File: src/rtl/ysyx_24090012_scoreboard.sv
// In-order issue scoreboard: tracks in-flight instructions in a small FIFO
// and stalls issue on read-after-write hazards against pending writers.
module ysyx_24090012_scoreboard #(
  parameter int DEPTH  = 4,
  parameter bit FWD_EN = 1'b1
) (
  input  logic        clock,
  input  logic        reset,
  input  logic        issue_valid,
  output logic        issue_ready,
  input  logic [4:0]  issue_rs1,
  input  logic [4:0]  issue_rs2,
  input  logic        issue_use_rs1,
  input  logic        issue_use_rs2,
  input  logic [4:0]  issue_rd,
  input  logic        issue_rd_wen,
  input  logic        issue_is_load,
  input  logic        wb_valid,
  input  logic [4:0]  wb_rd,
  output logic [31:0] busy_vec,
  output logic [31:0] load_busy_vec,
  output logic [3:0]  inflight_cnt,
  output logic [31:0] stall_cycles,
  output logic        sb_err
);
  localparam int PW = $clog2(DEPTH);

  logic [PW-1:0]    head, tail;
  logic [3:0]       cnt;
  logic [4:0]       rd_q [DEPTH];
  logic [DEPTH-1:0] wen_q, ld_q, slot_vld;
  logic [31:0]      busy, lbusy, blk;
  logic             hazard, full, push, pop, wen_eff;

  // A slot is live when its distance from head is below the occupancy count.
  for (genvar g = 0; g < DEPTH; g++) begin : g_slot
    logic [PW-1:0] off;
    assign off         = PW'(g) - head;
    assign slot_vld[g] = 4'(off) < cnt;
  end

  // Rebuild the busy masks from live queue entries every cycle.
  always_comb begin
    busy  = '0;
    lbusy = '0;
    for (int i = 0; i < DEPTH; i++) begin
      if (slot_vld[i] && wen_q[i]) begin
        busy[rd_q[i]] = 1'b1;
        if (ld_q[i]) lbusy[rd_q[i]] = 1'b1;
      end
    end
  end

  // Hazard check and handshake; only registered state feeds issue_ready, so a
  // same-cycle writeback cannot open a slot or clear a hazard.
  always_comb begin
    blk     = FWD_EN ? lbusy : busy;
    hazard  = (issue_use_rs1 && (issue_rs1 != 5'd0) && blk[issue_rs1]) ||
              (issue_use_rs2 && (issue_rs2 != 5'd0) && blk[issue_rs2]);
    full    = cnt >= 4'(DEPTH);
    wen_eff = issue_rd_wen && (issue_rd != 5'd0);
    push    = issue_valid && !full && !hazard;
    pop     = wb_valid && (cnt != 4'd0);
  end

  assign issue_ready   = !full && !hazard;
  assign busy_vec      = busy;
  assign load_busy_vec = lbusy;
  assign inflight_cnt  = cnt;

  // Queue, occupancy, stall counter and sticky error update.
  always_ff @(posedge clock) begin
    if (!reset) begin
      head         <= '0;
      tail         <= '0;
      cnt          <= '0;
      wen_q        <= '0;
      ld_q         <= '0;
      stall_cycles <= '0;
      sb_err       <= 1'b0;
    end else begin
      if (push) begin
        rd_q[tail]  <= issue_rd;
        wen_q[tail] <= wen_eff;
        ld_q[tail]  <= issue_is_load;
        tail        <= tail + PW'(1);
      end
      if (pop) head <= head + PW'(1);
      case ({push, pop})
        2'b10:   cnt <= cnt + 4'd1;
        2'b01:   cnt <= cnt - 4'd1;
        default: cnt <= cnt;
      endcase
      if (issue_valid && !issue_ready) stall_cycles <= stall_cycles + 32'd1;
      if (wb_valid && (cnt == 4'd0)) sb_err <= 1'b1;
      if (pop && wen_q[head] && (rd_q[head] != wb_rd)) sb_err <= 1'b1;
    end
  end
endmodule

File: config.mk
export PLATFORM = sky130hd
export DESIGN_NAME = ysyx_24090012_scoreboard
export DESIGN_NICKNAME = d
export VERILOG_FILES = /design/src/rtl/ysyx_24090012_scoreboard.sv
export SDC_FILE = /design/constraint.sdc
export NUM_CORES = 1
export LEC_CHECK = 0
export BUFFER_PORTS_ARGS = -buffer_cell sky130_fd_sc_hd__buf_2
export CAP_MARGIN = 40
export CORE_MARGIN = 5
export CORE_UTILIZATION = 44
export CTS_BUF_LIST = sky130_fd_sc_hd__clkbuf_8
export CTS_CLUSTER_SIZE = 30
export DETAILED_ROUTE_END_ITERATION = 8
export PLACE_DENSITY = 0.66
export SLEW_MARGIN = 10
export SYNTH_ARGS = -nofsm -noshare
export SYNTH_HDL_FRONTEND = slang
export SYNTH_SLANG_ARGS = --single-unit
File: constraint.sdc
create_clock -name clock -period 5.15 [get_ports clock]
set_input_delay 0.2575 -clock clock [delete_from_list [all_inputs] [get_ports clock]]
set_output_delay 0.2575 -clock clock [all_outputs]
set_load 0.02 [all_outputs]
==> results of run 1 <==
## layout by cell type, fill, tap and decap left out, drive strengths merged, types with 14 or more instances in the layout
cell,count
edfxtp,20
nand4,17
mux4,14
a21oi,33
and3,17
nand3,27
nor3,32
nor2,63
o22ai,45
nand3b,18
o31ai,16
xnor2,22
a211oi,16
inv,51
nand2,47
a221o,25
buf,172
or3,22
dfxtp,51
o21ai,16
## metal layers
metal  vias to the layer above  wire [um]  track usage (%)
met1                      3429       9660             32.8
li1                       3352          -                -
met2                       428      11200             43.0
met4                         2        823             9.09
met5                         -         11                0
met3                        84       2010             4.72
## worst min-delay path by stage
| stage | end | slack (ns) |
|---|---|---|
| after floorplan | rd_q[0][0] | 0.36 |
| after global placement | inflight_cnt[3] | 0.49 |
| after detailed placement | rd_q[0][3] | 0.50 |
| after CTS | rd_q[0][3] | 0.13 |
| after global routing | rd_q[0][3] | 0.14 |
| final | rd_q[0][3] | 0.16 |
## sequential cells by signal (all words and copies together), names as in the netlist, named ones only
name,cells
stall_cycles,32
rd_q,20
inflight_cnt,4
ld_q,4
wen_q,4
head,2
tail,2
sb_err,1
## metrics by stage
step                      cell area [sq um]  total power (W)  hold WS, ns  utilization (%)
after floorplan                        6690          0.00146        0.356                -
after global placement                 7500          0.00160        0.494             49.9
after detailed placement               7530          0.00161        0.495             50.1
after CTS                              7720          0.00204        0.135             51.4
after global routing                   7770          0.00227        0.139             51.7
final                                  7770          0.00215        0.158             51.7
## layout make-up
| cell class | count | area (sq um) | share of cell area [%] |
|---|---|---|---|
| Clock buffer | 10 | 138 | 1.77 |
| Clock inverter | 6 | 52.6 | 0.676 |
| Inverter | 47 | 176 | 2.27 |
| Multi-Input combinational cell | 626 | 4580 | 59.0 |
| Sequential cell | 71 | 1620 | 20.9 |
| Tap cell | 188 | 235 | 3.03 |
| Timing Repair Buffer | 172 | 966 | 12.4 |
## power by group through the flow
stage | sequential, W | combinational [W] | clock, W
floorplan | 0.000682 | 0.000777 | 0
global placement | 0.000691 | 0.000912 | 0
detailed placement | 0.000693 | 0.000912 | 0
CTS | 0.000680 | 0.000918 | 0.000439
global route | 0.000690 | 0.00112 | 0.000464
finish | 0.000682 | 0.00104 | 0.000429
## kinds of logic after synthesis
| logic type | after synthesis |
|---|---|
| AND/OR/NAND/NOR | 328 |
| AO/OA/AOI/OAI | 235 |
| buffers and inverters | 106 |
| flip-flops | 71 |
| XOR/XNOR | 25 |
| multiplexers | 25 |
| adder cells (fa/ha/maj) | 13 |
## what timing repair did
| action | in CTS | in global routing |
|---|---|---|
| resized for setup | 0 | 1 |
| setup endpoints to repair | 0 | 1 |
| buffers inserted | 0 | 4 |
==> reports/metrics.yaml, run 1 <==
setup_path:
  critPathLaunchType: "flip-flop"
  r2r_slack_ns: 0.20
  worstSetupPathType: "flip-flop to flip-flop"
  timing.rr.end: "inflight_cnt[3]"
  path_buf_inv: 1
  critPathMaxFanout: 5
  r2r_start: "head[1]"
  end_kind: "flip-flop"
  r2r_cells: 19
  cpPeakStageDelay_ns: 0.67
  worstPathRequired_ns: 5.42
  crit_chain: "xnor2_1 -> inv_1 -> ha_1 -> nor2_1 -> or3_4 -> and2_1 -> a221oi_1 -> mux2i_1 -> mux4_2 -> nor3b_1 -> or4_1 -> nand3_4 -> ha_1 -> ha_1 -> a21o_1 -> a21oi_1 -> xnor2_1 -> or3_1 -> a21oi_1"
  worstSetupStartpoint: "head[1]"
  worst_path_dominant_cell_family: "simple AND/OR/NAND/NOR gates"
  crit_top_cell: "ha_1"
  critPathCapture: "inflight_cnt[3]"
  cp.arrival_ns: 5.22
  crit_cells: 19
  slowest_stage: "a221oi_1"
detailed_routing:
  firstDrtPassIters: 7
  drc: 0
  totalWireLength_um: 23700
  wl_per_cell_um: 21.1
  via_per_inst: 6.51
  num_vias: 7295
  ant_nets: 0
  drtIter0Drc: 712
clock_network:
  clk_latency_ns: 0.34
  clk_pin_slew_ns: 0.07
  holdBufCountCts: 0
  cts_sinks: 71
  cts_max_level: 3
  clockRootBuffer: "clkbuf_8"
  clockBufferDepth: 2
  cts_tree: "done"
  cts_made_buffers: 9
synthesis:
  yosysWarningCount: 0
  synth_mux_area_share_pct: 6.45
  ys.flop_type: "dfxtp_1"
  synth_area_per_cell_sq_um: 8.33
  synth-seq-area-share_pct: 24.2
  synth_edf_count: 20
  ys_seq_elements: 71
  yosys.area.top_type: "dfxtp_1"
  synth_area_leaders: "dfxtp_1, edfxtp_1, mux4_2"
  synthAdderAreaFrac_pct: 2.54
  synth_compound_area_share_pct: 28.2
  synthXorXnorAreaFrac_pct: 3.27
  synthArstFlopShare_pct: 0
  yosysUniqueCellTypes: 83
  syn_nets: 844
  synth_common_cells: "nor2_1, dfxtp_1, inv_1, nand2_1, o22ai_1"
  syn_area_sq_um: 6690
  synth_top_area_share_pct: 15.3
  synth_top_family_by_area: "compound AO/OA/AOI/OAI gates"
  yosys.area_share.simple_pct: 27.9
  synth_most_common_cell: "nor2_1"
  syn_inst: 803
grt:
  grt_max_degree: 44
  antenna_found_initial: 1
  grt_pass1_vias: 6842
  grt_usage_pct: 25.5
  grt_pass1_wl_um: 37000
  grt_overflow_total: 0
sta:
  hold_viol_final: 0
  timing.fmax_mhz: 202
  finClkSkew_ns: 0.0146
  fin_tns_setup_ns: 0
  period_needed_ns: 4.95
  maxSlewHeadroom_pct: 45.5
  drv_slew: 0
  worst_pin_slew_ns: 0.812
  fin_ws_ns: 0.197
  timing.final.crit_share_pct: 96.2
  setup-violations-final: 0
  rsz0062_at_grt: "no"
power_and_ir_drop:
  power_density_nw_per_um2: 277
  p_sw_share_pct: 43.0
  internal_power_w: 0.00123
  p_sw_w: 0.000923
  p_seq_share_pct: 31.7
  power_frac_comb_pct: 48.3
  p_leak_nw: 3.16
  power_frac_clock_pct: 20.0
  ir_drop_uv: 240
min_path:
  min_path_cells: 1
  min_path_type: "input pin to flip-flop"
  holdCritStartpoint: "issue_rd[3]"
place:
  dp_slack_ns: 0.316
  post-dp-hpwl_um: 18300
  dp_cells: 1100
  io_buffers: 129
  gp_congestion: 1.04
die:
  die_area_sq_um: 17800
  core_area_sq_um: 15000
  row_count: 45
  top_level_ports: 130
  die_h_um: 133
  die_x_um: 133
  start_util_pct: 44.5
run_status:
  outcome: "finished, final reports clean"
cells_and_area:
  area_growth_pct: 16.1
  num_antenna_cells: 0
  final_cells: 1120
  drive_gt1_share_pct: 26.3
  fin_nets: 968
  fill_cells: 1505
job:
  drv_cap: 0
Note: power is estimated with default switching activity, not from simulation.
==> run 2, diff against run 1 <==
--- a/config.mk
+++ b/config.mk
@@ -12,7 +12,7 @@
 export CTS_BUF_LIST = sky130_fd_sc_hd__clkbuf_8
 export CTS_CLUSTER_SIZE = 30
 export DETAILED_ROUTE_END_ITERATION = 8
-export PLACE_DENSITY = 0.66
+export PLACE_DENSITY = 0.68
 export SLEW_MARGIN = 10
 export SYNTH_ARGS = -nofsm -noshare
 export SYNTH_HDL_FRONTEND = slang
==> constraint.sdc (replaced) <==
create_clock -name clock -period 4.5 [get_ports clock]
set_input_delay 0.225 -clock clock [delete_from_list [all_inputs] [get_ports clock]]
set_output_delay 0.225 -clock clock [all_outputs]
set_load 0.02 [all_outputs]
==> reports/metrics.yaml, run 2 (synthesis results as in run 1) <==
setup_path:
  end_kind: "flip-flop"
  crit_chain: "xnor2_4 -> ha_2 -> nor3b_4 -> buf_4 -> o31ai_4 -> buf_4 -> o22ai_2 -> a211oi_2 -> mux4_2 -> a211o_1 -> or4_4 -> nand3_4 -> ha_4 -> ha_4 -> a21o_1 -> a21oi_2 -> xnor2_1 -> or3_1 -> a21oi_2"
  r2r_slack_ns: 0.11
  cpPeakStageDelay_ns: 0.56
  critPathMaxFanout: 4
  critPathLaunchType: "flip-flop"
  worstPathRequired_ns: 4.78
  slowest_stage: "or4_4"
  worstSetupPathType: "flip-flop to flip-flop"
  cp.arrival_ns: 4.68
sta:
  drv_slew: 0
  period_needed_ns: 4.39
  worst_pin_slew_ns: 0.704
  hold_viol_final: 0
  rsz0062_at_grt: "yes"
  timing.final.crit_share_pct: 97.6
  setup-violations-final: 0
  finClkSkew_ns: 0.0124
  timing.fmax_mhz: 228
  maxSlewHeadroom_pct: 53.0
  fin_ws_ns: 0.107
cells_and_area:
  reg_top3: "stall_cycles: 32 flops, rd_q: 20 flops"
  drive_gt1_share_pct: 35.7
  regMostFlops: "stall_cycles"
  area_growth_pct: 27.6
  final_cell_mix: "buf_2, buf_4, nor2_1, dfxtp_1, nand2_1"
  fin_nets: 1013
  largest_reg_flops: 32
  final_common_cell: "buf_2"
  fin_area_sq_um: 8540
  num_antenna_cells: 0
die:
  die_x_um: 133
  start_util_pct: 44.5
  row_count: 45
  die_area_sq_um: 17800
  top_level_ports: 130
  core_area_sq_um: 15000
  die_h_um: 133
detailed_routing:
  totalWireLength_um: 24700
  drc: 0
  num_vias: 7381
  ant_nets: 0
  firstDrtPassIters: 5
  drtIter0Drc: 700
  wl_per_cell_um: 21.2
  via_per_inst: 6.34
clock_network:
  cts_tree: "done"
  clockRootBuffer: "clkbuf_8"
  clockBufferDepth: 2
  clk_latency_ns: 0.35
  holdBufCountCts: 0
  clk_pin_slew_ns: 0.08
  cts_max_level: 3
  cts_sinks: 71
  cts_made_buffers: 9
place:
  dp_slack_ns: -0.0676
  gp_congestion: 0.970
  post-dp-hpwl_um: 19200
  placed_area_sq_um: 8010
  io_buffers: 129
grt:
  gr-max-usage-layer: "met2"
  use_met1_pct: 34.8
  grt_pass1_vias: 6877
  grt_max_degree: 28
  grt_usage_pct: 26.3
  grt_overflow_total: 0
  antenna_found_initial: 0
  grt_pass1_wl_um: 38100
  use_met2_pct: 43.2
  grt.met3_usage_pct: 4.08
power_and_ir_drop:
  ir_drop_uv: 227
  p_leak_nw: 3.38
  p_total_w: 0.00276
  power_density_nw_per_um2: 323
job:
  drv_cap: 0
min_path:
  min_path_type: "input pin to flip-flop"
run_status:
  outcome: "finished, final reports clean"
==> run 2: cell count changes in the layout (fill, tap and decap cells not counted), sizes merged <==
cell,change
buf,+45
clkinvlp,+4
inv,-3
clkbuf,-1
==> run 2: report_power, final <==
group / internal (W) / leakage, nW / switching [W] / total, W
combinational: 0.000563 / 2.70 / 0.000921 / 0.00148
sequential: 0.000707 / 0.595 / 0.0000652 / 0.000773
clock: 0.000255 / 0.0855 / 0.000245 / 0.000501
total: 0.00153 / 3.38 / 0.00123 / 0.00276
==> run 2: worst paths after layout <==
kind	cells after the start	to	start
hold reg to reg	2	sb_err	sb_err
setup / recovery	19	inflight_cnt[3]	head[1]
hold / removal	1	rd_q[3][3]	issue_rd[3]
setup reg to reg	19	inflight_cnt[3]	head[1]
==> run 2: repair_timing <==
item                                    in CTS  in global routing
pin swaps                                    0                 11
resized for setup                            3                 48
buffers inserted                             0                 10
endpoints found under the setup margin       1                  8
==> run 2: critical path: cells and delay by family (launching register included) <==
kind / cells / cell delay (ns)
simple gates: 4 / 1.36
compound gates: 7 / 0.96
fa+ha+maj: 3 / 0.56
mux: 1 / 0.48
flops: 1 / 0.37
buf+inv: 2 / 0.36
xor+xnor: 2 / 0.24
==> run 2: layout make-up <==
cell class,count,area (sq um)
clock buffer,9,124
clock inverter,7,72.6
fill,1425,6490
inverter,47,176
multi-input combinational,626,4970
sequential,71,1630
tap,188,235
timing repair buffer,217,1330
==> run 2: metal layers <==
| layer | vias up | share of wire, % |
|---|---|---|
| met5 | - | 0 |
| met2 | 394 | 46 |
| met3 | 80 | 8.3 |
| met4 | 0 | 3.9 |
| li1 | 3457 | - |
| met1 | 3450 | 41 |
==> run 2: metrics by stage <==
| stage | setup TNS, ns | hold slack [ns] | util (%) | std cells |
|---|---|---|---|---|
| detailed placement | -0.0676 | 0.460 | 53.3 | 1139 |
| global route | -0.0963 | 0.0972 | 56.8 | 1165 |
| CTS | 0 | 0.0977 | 54.7 | 1155 |
| finish | 0 | 0.108 | 56.8 | 1165 |
| global placement | 0 | 0.450 | 53.2 | 1137 |
| floorplan | -0.134 | 0.324 | - | 803 |
==> run 3, diff against run 2 <==
==> constraint.sdc (replaced) <==
create_clock -name clock -period 4.5 [get_ports clock]
set_input_delay 0.9 -clock clock [delete_from_list [all_inputs] [get_ports clock]]
set_output_delay 0.9 -clock clock [all_outputs]
set_load 0.02 [all_outputs]
==> reports/metrics.yaml, run 3 (synthesis results as in run 1) <==
setup_path:
  timing.rr.end: "inflight_cnt[3]"
  critPathLaunchType: "flip-flop"
  cp.arrival_ns: 3.62
  worst_path_dominant_cell_family: "simple AND/OR/NAND/NOR gates"
  worstPathRequired_ns: 3.60
  cpPeakStageDelay_ns: 0.47
  path_buf_inv: 3
  worstSetupPathType: "flip-flop to output port"
  end_kind: "output port"
  slowest_stage: "mux4_2"
  r2r_cells: 19
  critPathMaxFanout: 10
  r2r_start: "inflight_cnt[3]"
  crit_chain: "or2_1 -> buf_12 -> o31ai_4 -> buf_4 -> o22ai_1 -> or3_4 -> mux2_4 -> mux4_2 -> nor3b_2 -> or4_4 -> and2_4 -> buf_6"
  r2r_slack_ns: 0.01
clock_network:
  clk_latency_ns: 0.36
  clk_pin_slew_ns: 0.08
  cts_made_buffers: 9
  holdBufCountCts: 0
  clockRootBuffer: "clkbuf_8"
  clockBufferDepth: 2
  cts_max_level: 3
  cts_tree: "done"
  cts_sinks: 71
sta:
  timing.final.crit_share_pct: 100
  timing.fmax_mhz: 221
  worst_pin_slew_ns: 0.831
  fin_ws_ns: -0.0205
  maxSlewHeadroom_pct: 44.6
  fin_hold_ws_ns: 0.488
  fin_tns_setup_ns: -0.0205
  period_needed_ns: 4.52
  drv_slew: 0
  hold_viol_final: 0
  setup-violations-final: 1
  rsz0062_at_grt: "yes"
  finClkSkew_ns: 0.0157
run_status:
  violations: "negative setup slack"
  outcome: "finished, violations left"
die:
  die_x_um: 133
  core_area_sq_um: 15000
  start_util_pct: 44.5
  row_count: 45
  die_h_um: 133
  top_level_ports: 130
  die_area_sq_um: 17800
power_and_ir_drop:
  p_leak_nw: 3.51
  ir_drop_uv: 277
  power_density_nw_per_um2: 329
cells_and_area:
  drive_gt1_share_pct: 36.4
  area_growth_pct: 30.3
  reg_top3: "stall_cycles: 32 flops, rd_q: 20 flops"
  regMostFlops: "stall_cycles"
  final_cell_mix: "buf_2, buf_4, nor2_1, dfxtp_1, nand2_1"
  fin_nets: 1032
  final_cells: 1184
  largest_reg_flops: 32
  num_antenna_cells: 0
  final_common_cell: "buf_2"
detailed_routing:
  num_vias: 7619
  drc: 0
  drtIter0Drc: 779
  wl_per_cell_um: 21.1
  via_per_inst: 6.43
  totalWireLength_um: 25000
  firstDrtPassIters: 5
  ant_nets: 0
min_path:
  holdCritStartpoint: "sb_err"
  min_path_cells: 2
  min_to: "sb_err"
  min_path_type: "flip-flop to flip-flop"
job:
  drv_cap: 0
place:
  post-dp-hpwl_um: 19100
  gp_congestion: 1.02
  io_buffers: 129
  dp_cells: 1150
grt:
  grt_max_degree: 25
  grt_pass1_vias: 7137
  grt_pass1_wl_um: 38700
  grt_usage_pct: 26.8
  grt_overflow_total: 0
  antenna_found_initial: 0
[run 3: per-layer routing]
layer	vias up	global-route usage (%)	routed length [um]
li1	3493	-	-
met1	3579	34.9	10200
met2	454	43.9	11600
met3	93	4.91	2050
met4	0	11.3	1080
met5	-	0	0
[run 3: report_power, final]
part	switching [W]	internal [W]	total (W)
registers	0.0000658	0.000708	0.000773
clock network	0.000232	0.000298	0.000529
logic	0.000925	0.000640	0.00156
[run 3: worst max path at each step]
stage | startpoint | to | slack (ns) | cells after the start
6_report | inflight_cnt[3] | issue_ready | -0.02 | 12
4_1_cts | head[1] | issue_ready | -0.004 | 14
3_5_place_dp | head[1] | inflight_cnt[3] | -0.07 | 19
3_3_place_gp | head[1] | inflight_cnt[3] | 0.06 | 17
2_1_floorplan | head[0] | inflight_cnt[3] | -0.13 | 22
5_1_grt | head[1] | issue_ready | -0.20 | 16
[run 3: cell type report]
class                           count  area (sq um)
Sequential cell                    71          1630
Timing Repair Buffer              236          1520
Clock buffer                       12           165
Fill cell                        1352          6310
Tap cell                          188           235
Inverter                           47           179
Multi-Input combinational cell    626          4950
Clock inverter                      4          43.8
[run 3: per-stage QoR]
stage	utilization [%]	setup WS [ns]	area [sq um]	power, W
floorplan	-	-0.134	6860	0.00177
global placement	53.8	0.0551	8090	0.00212
detailed placement	54.0	-0.0744	8110	0.00212
CTS	57.1	-0.00395	8580	0.00278
global route	58.0	-0.198	8720	0.00301
finish	58.0	-0.0205	8720	0.00287
[run 3: worst register-to-register path, stage by stage, from the launching register on]
cell and delay (ns):
dfxtp_1 0.31, or2_1 0.38, buf_12 0.23, o31ai_4 0.34
buf_4 0.19, o22ai_1 0.08, or3_4 0.35, mux2_4 0.28
mux4_2 0.47, nor3b_2 0.18, or4_4 0.18, buf_6 0.10
nand3_4 0.08, ha_4 0.19, ha_4 0.21, a21o_1 0.16
a21oi_2 0.13, xnor2_1 0.09, or3_1 0.37, a21oi_2 0.12
[run 3: what timing repair did]
| action | CTS | global route |
|---|---|---|
| buffers inserted | 15 | 3 |
| setup endpoints to repair | 2 | 3 |
| resized for setup | 35 | 24 |
| pin swaps | 19 | 5 |
